`src/rtl/sensor_poll_pkg.sv`:
```
// Shared constants for the sensor poll scheduler: FSM state codes, result status codes, default check key.
// Latency: none (declarations only).
// Backpressure: not applicable.
package sensor_poll_pkg;

   // FSM state codes
   localparam logic [2:0] S_IDLE    = 3'd0;
   localparam logic [2:0] S_SEND    = 3'd1;
   localparam logic [2:0] S_WAIT_TX = 3'd2;
   localparam logic [2:0] S_WAIT_B0 = 3'd3;
   localparam logic [2:0] S_WAIT_B1 = 3'd4;
   localparam logic [2:0] S_CHECK   = 3'd5;
   localparam logic [2:0] S_DONE    = 3'd6;

   // Result status codes, also stored in the per-sensor table
   localparam logic [1:0] ST_OK        = 2'b00;
   localparam logic [1:0] ST_TIMEOUT   = 2'b01;
   localparam logic [1:0] ST_CHECK_ERR = 2'b10;

   localparam logic [7:0] DEF_CHECK_KEY = 8'h37;

   // A reply is good when the check byte is the data byte XORed with the key
   function automatic logic [1:0] check_status(input logic [7:0] data,
                                               input logic [7:0] check,
                                               input logic [7:0] key);
      return (check == (data ^ key)) ? ST_OK : ST_CHECK_ERR;
   endfunction

endpackage

```
`src/rtl/sensor_poll_scheduler_timeout_counter.sv`:
```
// Counts cycles elapsed since a clear cycle and flags when TERMINAL cycles have elapsed.
// Latency: the clear cycle counts as cycle 0; o_expire is combinational in cycle TERMINAL-1 after clear.
// Backpressure: none; the counter saturates at its terminal value until the next clear.
module timeout_counter #(
   parameter int TERMINAL = 100
) (
   input  logic i_clock,
   input  logic i_reset,
   input  logic i_clear,
   input  logic i_enable,
   output logic o_expire
);

   localparam int CW = (TERMINAL > 2) ? $clog2(TERMINAL) : 1;
   localparam logic [CW-1:0] LAST = CW'(TERMINAL - 1);

   logic [CW-1:0] r_cnt;

   // A clear that is also enabled counts its own cycle, so the count equals cycles since clear
   always_ff @(posedge i_clock or negedge i_reset) begin
      if (!i_reset) begin
         r_cnt <= '0;
      end else if (i_clear) begin
         r_cnt <= i_enable ? CW'(1) : '0;
      end else if (i_enable && (r_cnt != LAST)) begin
         r_cnt <= r_cnt + 1'b1;
      end
   end

   // Stale counts from a previous window must not fire during the clear cycle
   assign o_expire = i_enable && !i_clear && (r_cnt == LAST);

endmodule

```
`src/rtl/sensor_poll_scheduler.sv`:
```
// Arbitrates host and round-robin poll requests onto one UART link, validates replies, keeps a per-sensor table.
// Latency: host_req accepted at T -> tx_dv at T+1; second reply byte at R -> res_valid at R+2.
// Backpressure: one transaction in flight; host_req is only sampled in IDLE, polls wait for the gap counter.
module sensor_poll_scheduler
   import sensor_poll_pkg::*;
#(
   parameter int         NUM_SENSORS    = 8,
   parameter int         TIMEOUT_CYCLES = 500_000_000,
   parameter int         GAP_CYCLES     = 1000,
   parameter logic [7:0] CHECK_KEY      = DEF_CHECK_KEY
) (
   input  logic       i_clock,
   input  logic       i_reset,
   input  logic       i_poll_en,
   input  logic       i_host_req,
   input  logic [7:0] i_host_sensor,
   output logic       o_host_ack,
   output logic       o_tx_dv,
   output logic [7:0] o_tx_byte,
   input  logic       i_tx_done,
   input  logic       i_rx_dv,
   input  logic [7:0] i_rx_byte,
   output logic       o_res_valid,
   output logic [7:0] o_res_sensor,
   output logic [7:0] o_res_data,
   output logic [1:0] o_res_status,
   output logic       o_res_host,
   input  logic [4:0] i_rd_addr,
   output logic [9:0] o_rd_data,
   output logic       o_busy
);

   localparam int PTR_W = (NUM_SENSORS > 1) ? $clog2(NUM_SENSORS) : 1;
   localparam int GAP_W = (GAP_CYCLES > 0) ? $clog2(GAP_CYCLES + 1) : 1;
   localparam logic [PTR_W-1:0] PTR_LAST = PTR_W'(NUM_SENSORS - 1);
   localparam logic [GAP_W-1:0] GAP_LOAD = GAP_W'(GAP_CYCLES);

   logic [2:0]       r_state;
   logic [PTR_W-1:0] r_ptr;
   logic [GAP_W-1:0] r_gap;
   logic [7:0]       r_addr;
   logic             r_host;
   logic [7:0]       r_data;
   logic [7:0]       r_check;
   logic             r_tx_dv;
   logic [7:0]       r_tx_byte;
   logic             r_host_ack;
   logic             r_res_valid;
   logic [7:0]       r_res_sensor;
   logic [7:0]       r_res_data;
   logic [1:0]       r_res_status;
   logic             r_res_host;
   logic [7:0]       r_tab_dat [NUM_SENSORS];
   logic [1:0]       r_tab_st  [NUM_SENSORS];

   logic w_to_clear;
   logic w_to_en;
   logic w_expire;
   logic w_wr_en;
   logic w_rd_hit;

   // The reply window opens in the tx_done cycle and runs through both reply bytes
   assign w_to_clear = (r_state == S_WAIT_TX) && i_tx_done;
   assign w_to_en    = w_to_clear || (r_state == S_WAIT_B0) || (r_state == S_WAIT_B1);

   timeout_counter #(
      .TERMINAL (TIMEOUT_CYCLES)
   ) u_timeout (
      .i_clock  (i_clock),
      .i_reset  (i_reset),
      .i_clear  (w_to_clear),
      .i_enable (w_to_en),
      .o_expire (w_expire)
   );

   // Transaction sequencer: arbitration, request, reply collection, result reporting
   always_ff @(posedge i_clock or negedge i_reset) begin
      if (!i_reset) begin
         r_state      <= S_IDLE;
         r_ptr        <= '0;
         r_gap        <= '0;
         r_addr       <= '0;
         r_host       <= 1'b0;
         r_data       <= '0;
         r_check      <= '0;
         r_tx_dv      <= 1'b0;
         r_tx_byte    <= '0;
         r_host_ack   <= 1'b0;
         r_res_valid  <= 1'b0;
         r_res_sensor <= '0;
         r_res_data   <= '0;
         r_res_status <= '0;
         r_res_host   <= 1'b0;
      end else begin
         r_tx_dv     <= 1'b0;
         r_host_ack  <= 1'b0;
         r_res_valid <= 1'b0;
         case (r_state)
            S_IDLE: begin
               if (r_gap != '0) r_gap <= r_gap - 1'b1;
               if (i_host_req) begin
                  r_addr     <= i_host_sensor;
                  r_tx_byte  <= i_host_sensor;
                  r_host     <= 1'b1;
                  r_host_ack <= 1'b1;
                  r_tx_dv    <= 1'b1;
                  r_state    <= S_SEND;
               end else if (i_poll_en && (r_gap == '0)) begin
                  r_addr     <= 8'(r_ptr);
                  r_tx_byte  <= 8'(r_ptr);
                  r_host     <= 1'b0;
                  r_tx_dv    <= 1'b1;
                  r_state    <= S_SEND;
               end
            end
            S_SEND: r_state <= S_WAIT_TX;
            S_WAIT_TX: if (i_tx_done) r_state <= S_WAIT_B0;
            S_WAIT_B0, S_WAIT_B1: begin
               // A byte arriving in the expiry cycle still counts
               if (i_rx_dv) begin
                  if (r_state == S_WAIT_B0) begin
                     r_data  <= i_rx_byte;
                     r_state <= S_WAIT_B1;
                  end else begin
                     r_check <= i_rx_byte;
                     r_state <= S_CHECK;
                  end
               end else if (w_expire) begin
                  r_res_valid  <= 1'b1;
                  r_res_sensor <= r_addr;
                  r_res_data   <= 8'h00;
                  r_res_status <= ST_TIMEOUT;
                  r_res_host   <= r_host;
                  r_state      <= S_DONE;
               end
            end
            S_CHECK: begin
               r_res_valid  <= 1'b1;
               r_res_sensor <= r_addr;
               r_res_data   <= r_data;
               r_res_status <= check_status(r_data, r_check, CHECK_KEY);
               r_res_host   <= r_host;
               r_state      <= S_DONE;
            end
            S_DONE: begin
               if (!r_host) r_ptr <= (r_ptr == PTR_LAST) ? '0 : r_ptr + 1'b1;
               r_gap   <= GAP_LOAD;
               r_state <= S_IDLE;
            end
            default: r_state <= S_IDLE;
         endcase
      end
   end

   // Out-of-range host addresses are reported but never stored
   assign w_wr_en  = (r_state == S_DONE) && (r_res_sensor < 8'(NUM_SENSORS));
   assign w_rd_hit = ({3'b000, i_rd_addr} < 8'(NUM_SENSORS));

   // Per-sensor table of the latest value and status; entries start as timed out
   always_ff @(posedge i_clock or negedge i_reset) begin
      if (!i_reset) begin
         for (int i = 0; i < NUM_SENSORS; i++) begin
            r_tab_dat[i] <= 8'h00;
            r_tab_st[i]  <= ST_TIMEOUT;
         end
      end else if (w_wr_en) begin
         r_tab_dat[r_res_sensor[PTR_W-1:0]] <= r_res_data;
         r_tab_st[r_res_sensor[PTR_W-1:0]]  <= r_res_status;
      end
   end

   assign o_rd_data    = w_rd_hit ? {r_tab_st[i_rd_addr[PTR_W-1:0]], r_tab_dat[i_rd_addr[PTR_W-1:0]]} : 10'h000;
   assign o_busy       = (r_state != S_IDLE);
   assign o_host_ack   = r_host_ack;
   assign o_tx_dv      = r_tx_dv;
   assign o_tx_byte    = r_tx_byte;
   assign o_res_valid  = r_res_valid;
   assign o_res_sensor = r_res_sensor;
   assign o_res_data   = r_res_data;
   assign o_res_status = r_res_status;
   assign o_res_host   = r_res_host;

endmodule
```
`config.mk`:
```
export PLATFORM = sky130hd
export DESIGN_NAME = sensor_poll_scheduler
export DESIGN_NICKNAME = d
export VERILOG_FILES = /design/src/rtl/sensor_poll_pkg.sv /design/src/rtl/sensor_poll_scheduler_timeout_counter.sv /design/src/rtl/sensor_poll_scheduler.sv
export SDC_FILE = /design/constraint.sdc
export NUM_CORES = 1
export LEC_CHECK = 0
export CAP_MARGIN = 20
export CORE_ASPECT_RATIO = 1.4
export CORE_UTILIZATION = 50
export CTS_CLUSTER_DIAMETER = 50
export DETAILED_ROUTE_END_ITERATION = 8
export GPL_ROUTABILITY_DRIVEN = 0
export PLACE_DENSITY = 0.7
export SLEW_MARGIN = 15
export SYNTH_ARGS = -nofsm -noshare
export SYNTH_HDL_FRONTEND = slang
export SYNTH_SLANG_ARGS = --single-unit
```
`constraint.sdc`:
```
create_clock -name i_clock -period 4.1 [get_ports i_clock]
set_input_delay 1.23 -clock i_clock [delete_from_list [all_inputs] [get_ports i_clock]]
set_output_delay 1.23 -clock i_clock [all_outputs]
set_load 0.01 [all_outputs]
```
; After elaboration in Yosys (flattened, before gate mapping)
; Index checks and enable logic that the tools add are counted.
[classes]
shifts = 0
n_reduce_logical = 26
mul = 0
n_addsub = 3
div_mod_pow = 0
bitwise_logic = 5
n_lt_le_gt_ge = 5
eq_ne = 16
n_mux = 51
[ops]
columns = op, n
row1 = two-way mux 8 bit, 9
row2 = bitwise mux 64 bit, 1
row3 = two-way mux 29 bit, 2
row4 = case mux 8 bit (2 select lines), 2
row5 = "adder 29 x 1 -> 29 bit, second input constant", 1
row6 = "equality test 29 bit, second input constant", 1
row7 = "!= test 29 bit, second input constant", 1
row8 = binary-select mux 8 bit (select 3 bit), 1
row9 = demux 8 bit (select 3 bit), 1
row10 = two-way mux 10 bit, 2
row11 = case mux 10 bit (2 select lines), 1
row12 = two-way mux 3 bit, 6
row13 = bitwise mux 16 bit, 1
row14 = case mux 3 bit (5 select lines), 1
row15 = two-way mux 1 bit, 13
row16 = "equality test 3 bit, second input constant", 4
row17 = two-way mux 2 bit, 6
row18 = AND reduction 3 bit, 4
row19 = logical NOT 10 bit, 1
row20 = nonzero test 10 bit, 1
row21 = "subtractor 10 x 1 -> 10 bit, second input constant", 1
row22 = equality test 8 bit, 1
row23 = ">= comparator 4 bit, second input constant", 2
row24 = "< comparator 8 x 4 -> 1 bit, second input constant", 1
row25 = other kinds (24), 42
[word_totals]
input_bits = 27
output_inout_bits = 41
romBits = 0
wordCells = 137
ramBits = 0
reg_bits = 172
latch_bits = 0
memories = 0

; Logic depth before layout (Yosys ltp)
[logic_depth]
word_depth = 9
ltp_mapped = 7
ltp_nobuf = 7

; Hierarchy
; A second synthesis with hierarchy kept.
[unflattened]
hier_cells = 622
hier_area_um2 = 8041.5
[modules_own_cells]
columns = mod, cells_per_inst, area_per_inst_um2, n_inst, seq_area_each_um2
row1 = sensor_poll_scheduler, 459, 6459.9, 1, 3588.4
row2 = timeout_counter, 163, 1581.5, 1, 725.7

; Worst setup path before layout
; Ideal clock, no wire load.
[synth_timing]
path_kind = input-to-output
startpoint = input port i_rd_addr[0]
endpoint = output port o_rd_data[0]
t_arrival_ns = 2.516
t_required_ns = 2.870
n_path_buf = 1
slack_ns = 0.354
cell_stages = 4
path_cell_list = clkbuf_1 mux4_2 mux2i_1 nor2_1
[synth_via]
elab_chain_len = 5
word_cells_on_any_way = 6
classes_between = order compare: 1 / mux: 4 / bitwise: 1
[synth_rtl]
columns = item, line
row1 = start: declaration, sensor_poll_scheduler.sv:28  ; input logic [4:0] i_rd_addr,
row2 = inverter 3 -> 4 bit (implied by the code), sensor_poll_scheduler.sv:172  ; assign o_rd_data = w_rd_hit ? {r_tab_st[i_rd_addr[PTR_W-1:0]], r_tab_dat[i_rd_addr[PTR_W-1:0]]} : 10'h000;
row3 = binary-select mux 8 bit (select 3 bit), sensor_poll_scheduler.sv:172
row4 = two-way mux 8 bit (implied by the code) (2 in a row), sensor_poll_scheduler.sv:172
row5 = two-way mux 10 bit *, sensor_poll_scheduler.sv:172
row6 = end: declaration, sensor_poll_scheduler.sv:29  ; output logic [9:0] o_rd_data,
; Every way passes the cells marked *; elsewhere a longest branch is shown, timed or not. The select of a mux whose other input is x is not followed.

; Final worst setup path
[layout_timing]
startpoint = input port i_rd_addr[0]
endpoint = output port o_rd_data[4]
; Same word-level chain as after synthesis.

==> results.md <==
Detailed routing:
- After detailed routing, the number of remaining DRC violations is 0.
- After detailed routing, the number of vias per cell comes to 5.75.
- The detailed router's first-iteration violation count is 259.
- The first detailed-routing pass ran for 4 iterations.
- Once detail routing completed, the nets flagged for antenna violations numbered 0.
- The post-detailed-routing wire length is 16.7 mm.
- The vias after detailed routing is 5200.
- In the final routed layout, each cell accounts on average for 18.5 µm.

Timing:
- After routing, the total negative slack on setup checks comes to 0 ps.
- The final worst slack is 50.1 ps.
- The number of failing hold endpoints at the final stage is 0.
- For the final database, setup skew stands at 18.2 ps.
- The period utilization is 0.988.
- At the pin with the least slew margin, the transition time is 904 ps.
- The post-layout minimum cycle time is 4050 ps.
- The achievable frequency is 0.247 GHz.
- In this run the tightest slew margin relative to its limit is 0.398.
- Setup violations remaining at the end of the flow were counted as 0.
- Setup repair after global routing left no endpoint under its margin.
- The final max-slew violation count was 0.

Worst setup path:
- Among all stages on the critical path, the largest delay is contributed by mux4_2.
- In this run the worst path has a maximum fanout of 9.
- The worst setup path is captured at a primary output.
- The launch point of the worst path is i_rd_addr[0].
- The signal on the critical path passes through buf_2, buf_12, mux4_2, mux2i_1, nor2_1, clkdlybuf4s50_1.
- The beginning of the worst register-to-register path is r_state[0].
- The startpoint type of the worst setup path is an input pin.
- The kind of critical path is in -> out.
- The data required time of the critical path is 2870 ps.
- At the worst endpoint, the arrival time is 2820 ps.
- In this design, the stage delay of the slowest critical-path cell is 520 ps.

Global routing:
- The maximum number of pins on one net before global-route repair is 64.
- The number of antenna violations at the first check in global routing is 0.
- Global routing finished with a remaining overflow of 0.
- In the global route stage, overall resource usage came out at 0.228.
- The first global-routing pass estimated 28.4 mm of wire.
- The via count of the first global-routing pass is 5507.

Synth:
- The synthesized design contains 172 register bits.
- The number of nets handed over by synthesis was 658.
- The synthesized netlist cell count is 626.
- The top flip-flop cell by instance count after synthesis is dfrtp_1.
- Yosys mapped a number of flops with a built-in enable equal to 0.
- The Yosys step of the flow raised 0 warnings.
- After synthesis, the share of flip-flops with an asynchronous set or reset is 1.00.
- The distinct cell type count after synthesis is 49.
- The sequential-to-total area share from yosys stat is 0.543.
- The average cell area after synthesis is 12.7 µm².
- In this run the cell area of the synthesized design comes to 7950 µm².

Worst hold path:
- The class of the worst hold path is reg -> reg.
- The origin of the worst min-delay path is r_host.

Finish:
- Excluding fillers, the count of instances in the completed layout stands at 905.
- The net count of the finished layout is 728.
- The sequential cell area is 4310 µm².
- In the final layout, the multi-input gates occupy 3500 µm².
- Leaving out fill and tap cells, the most frequent cell in the layout is dfrtp_1.
- The library cells used most frequently in the layout, excluding fill and tap cells, are 164 x dfrtp_1, 114 x mux2_2, 62 x clkdlybuf4s50_1.
- The share of cells above drive strength 1 is 0.276.
- The area growth from synthesis to layout is 19.4%.
- 0 antenna diodes ended up in the layout.
- The layout has 1211 filler cells.

Job:
- Max-cap violations in this run came to 0.

Floorplan:
- The die width is 109 µm.
- The die is 151 µm tall.
- The standard-cell row count is 54.
- The standard cell core area is 15500 µm².
- Pin placement for this block handled 68 I/O pins.
- The die area is 16400 µm².
- For this configuration, the core starts out at a cell density of 0.512.

Pwr:
- The power per unit of standard cell area is 579 nW/µm².
- Summed over all cells, the static leakage comes to 0.00424 µW.
- VDD sags by at most 0.320 mV.

Clocking:
- Clock tree synthesis inserted a total of 17 buffers.
- Buffers inserted to repair hold after CTS numbered 0.
- The H-tree depth is 4.
- The clock tree buffer depth is 2.
- The CTS tree is yes.
- The clock network latency to the later pin of the worst-skew pair is 430 ps.
- The master cell of the clock root buffer is clkbuf_16.
- Clock-pin slew was measured on the worst setup and hold paths at 70 ps.
- Clock tree synthesis found a total of 172 sinks.

Placed design:
- Port buffering added 67 buffers.
- OpenSTA, run right after detailed placement, puts the worst setup slack at -346 ps.
- Once detailed placement completed, the half-perimeter wirelength came to 11.7 mm.
- The total instance count after detailed placement is 869.

Outcome:
- The run finished with clean final reports.
-- power by group --
| group | switching (µW) | internal [µW] | total [µW] |
|---|---|---|---|
| combinational | 615 | 803 | 1420 |
| sequential | 450 | 2130 | 2580 |
| clock | 670 | 828 | 1500 |
-- layer usage --
layer / vias up / GRT usage / part of all wire
li1: 2413 / - / -
met1: 2670 / 0.269 / 0.41
met2: 99 / 0.406 / 0.55
met3: 18 / 0.0361 / 0.028
met4: 0 / 0.0959 / 0.014
met5: - / 0 / 0
-- stage by stage --
stage	power, µW	instance area [µm²]	hold slack [ps]	util
final	5490	9490	501	0.611
after global routing	5820	9490	518	0.611
after CTS	5550	9480	504	0.610
after detailed placement	4030	8870	490	0.571
after global placement	3950	8870	483	0.571
after floorplan	3380	7950	467	-
-- repair_timing --
action                                  4_1_cts  5_1_grt
gates resized for setup                       9        2
endpoints found under the setup margin       10        7
buffers inserted                              0        2
cloned                                        2        0
-- cells by family after synthesis --
family | synth area share
simple gates | 0.122
flops | 0.543
mux | 0.238
compound gates | 0.0409
buf+inv | 0.0183
xor+xnor | 0.0297
fa+ha+maj | 0.00787
-- state kept, by name (all words and copies together) (netlist names), 2 cells and up --
signal / flops
r_state: 3
o_tx_byte: 8
r_ptr: 3
r_tab_st: 16
r_gap: 10
r_data: 8
u_timeout.r_cnt: 29
o_res_data: 8
r_check: 8
r_tab_dat: 64
o_res_sensor: 8
o_res_status: 2
-- Yosys cell counts (3+ instances only) --
| cell type | n | area, µm² |
|---|---|---|
| dfrtp_1 | 164 | 4100 |
| mux2_2 | 114 | 1280 |
| nand2_1 | 46 | 173 |
| nor2_1 | 39 | 146 |
| clkbuf_1 | 22 | 82.6 |
| mux4_2 | 20 | 450 |
| o21ai_0 | 20 | 100 |
| nand3_1 | 18 | 90.1 |
| mux2i_1 | 16 | 160 |
| xor2_1 | 16 | 140 |
| nand4_1 | 13 | 81.3 |
| nor4_1 | 11 | 68.8 |
| xnor2_1 | 11 | 96.3 |
| and2_1 | 8 | 50.1 |
| and3_1 | 8 | 50.1 |
| dfstp_2 | 8 | 210 |
| or3_1 | 8 | 50.1 |
| a21oi_1 | 7 | 35.0 |
| inv_1 | 7 | 26.3 |
| o211ai_1 | 6 | 45.0 |
| a22o_1 | 5 | 43.8 |
| ha_1 | 5 | 62.6 |
| nor3_1 | 5 | 25.0 |
| or4_1 | 5 | 37.5 |
| buf_1 | 4 | 15.0 |
| nand3b_1 | 4 | 30.0 |
| and4_1 | 3 | 26.3 |
| nand4b_1 | 3 | 26.3 |
| nor2b_1 | 3 | 18.8 |
| o31ai_1 | 3 | 22.5 |
| or2_2 | 3 | 18.8 |
-- worst max-delay path: cells and delay by family --
kind          cells  cell delay (ps)
buf+inv           3              840
simple gates      1               70
mux               2              690
-- layout make-up --
type	instances	share of cell area
sequential	172	0.455
multi-input combinational	418	0.368
timing repair buffer	80	0.0898
clock buffer	21	0.0496
tap	196	0.0258
clock inverter	11	0.00910
inverter	7	0.00277
-- final timing paths --
check / to / cells after the start / slack (ps)
setup / recovery: o_rd_data[4] / 6 / 50
hold / removal: r_host / 1 / 500
setup reg to reg: r_tab_dat[24] / 4 / 1130
hold reg to reg: r_host / 1 / 500
max in group asynchronous: r_tab_dat[3] / 2 / 2530
min in group asynchronous: r_tab_dat[21] / 1 / 770
No activity file was read; power rests on OpenSTA's default activity.
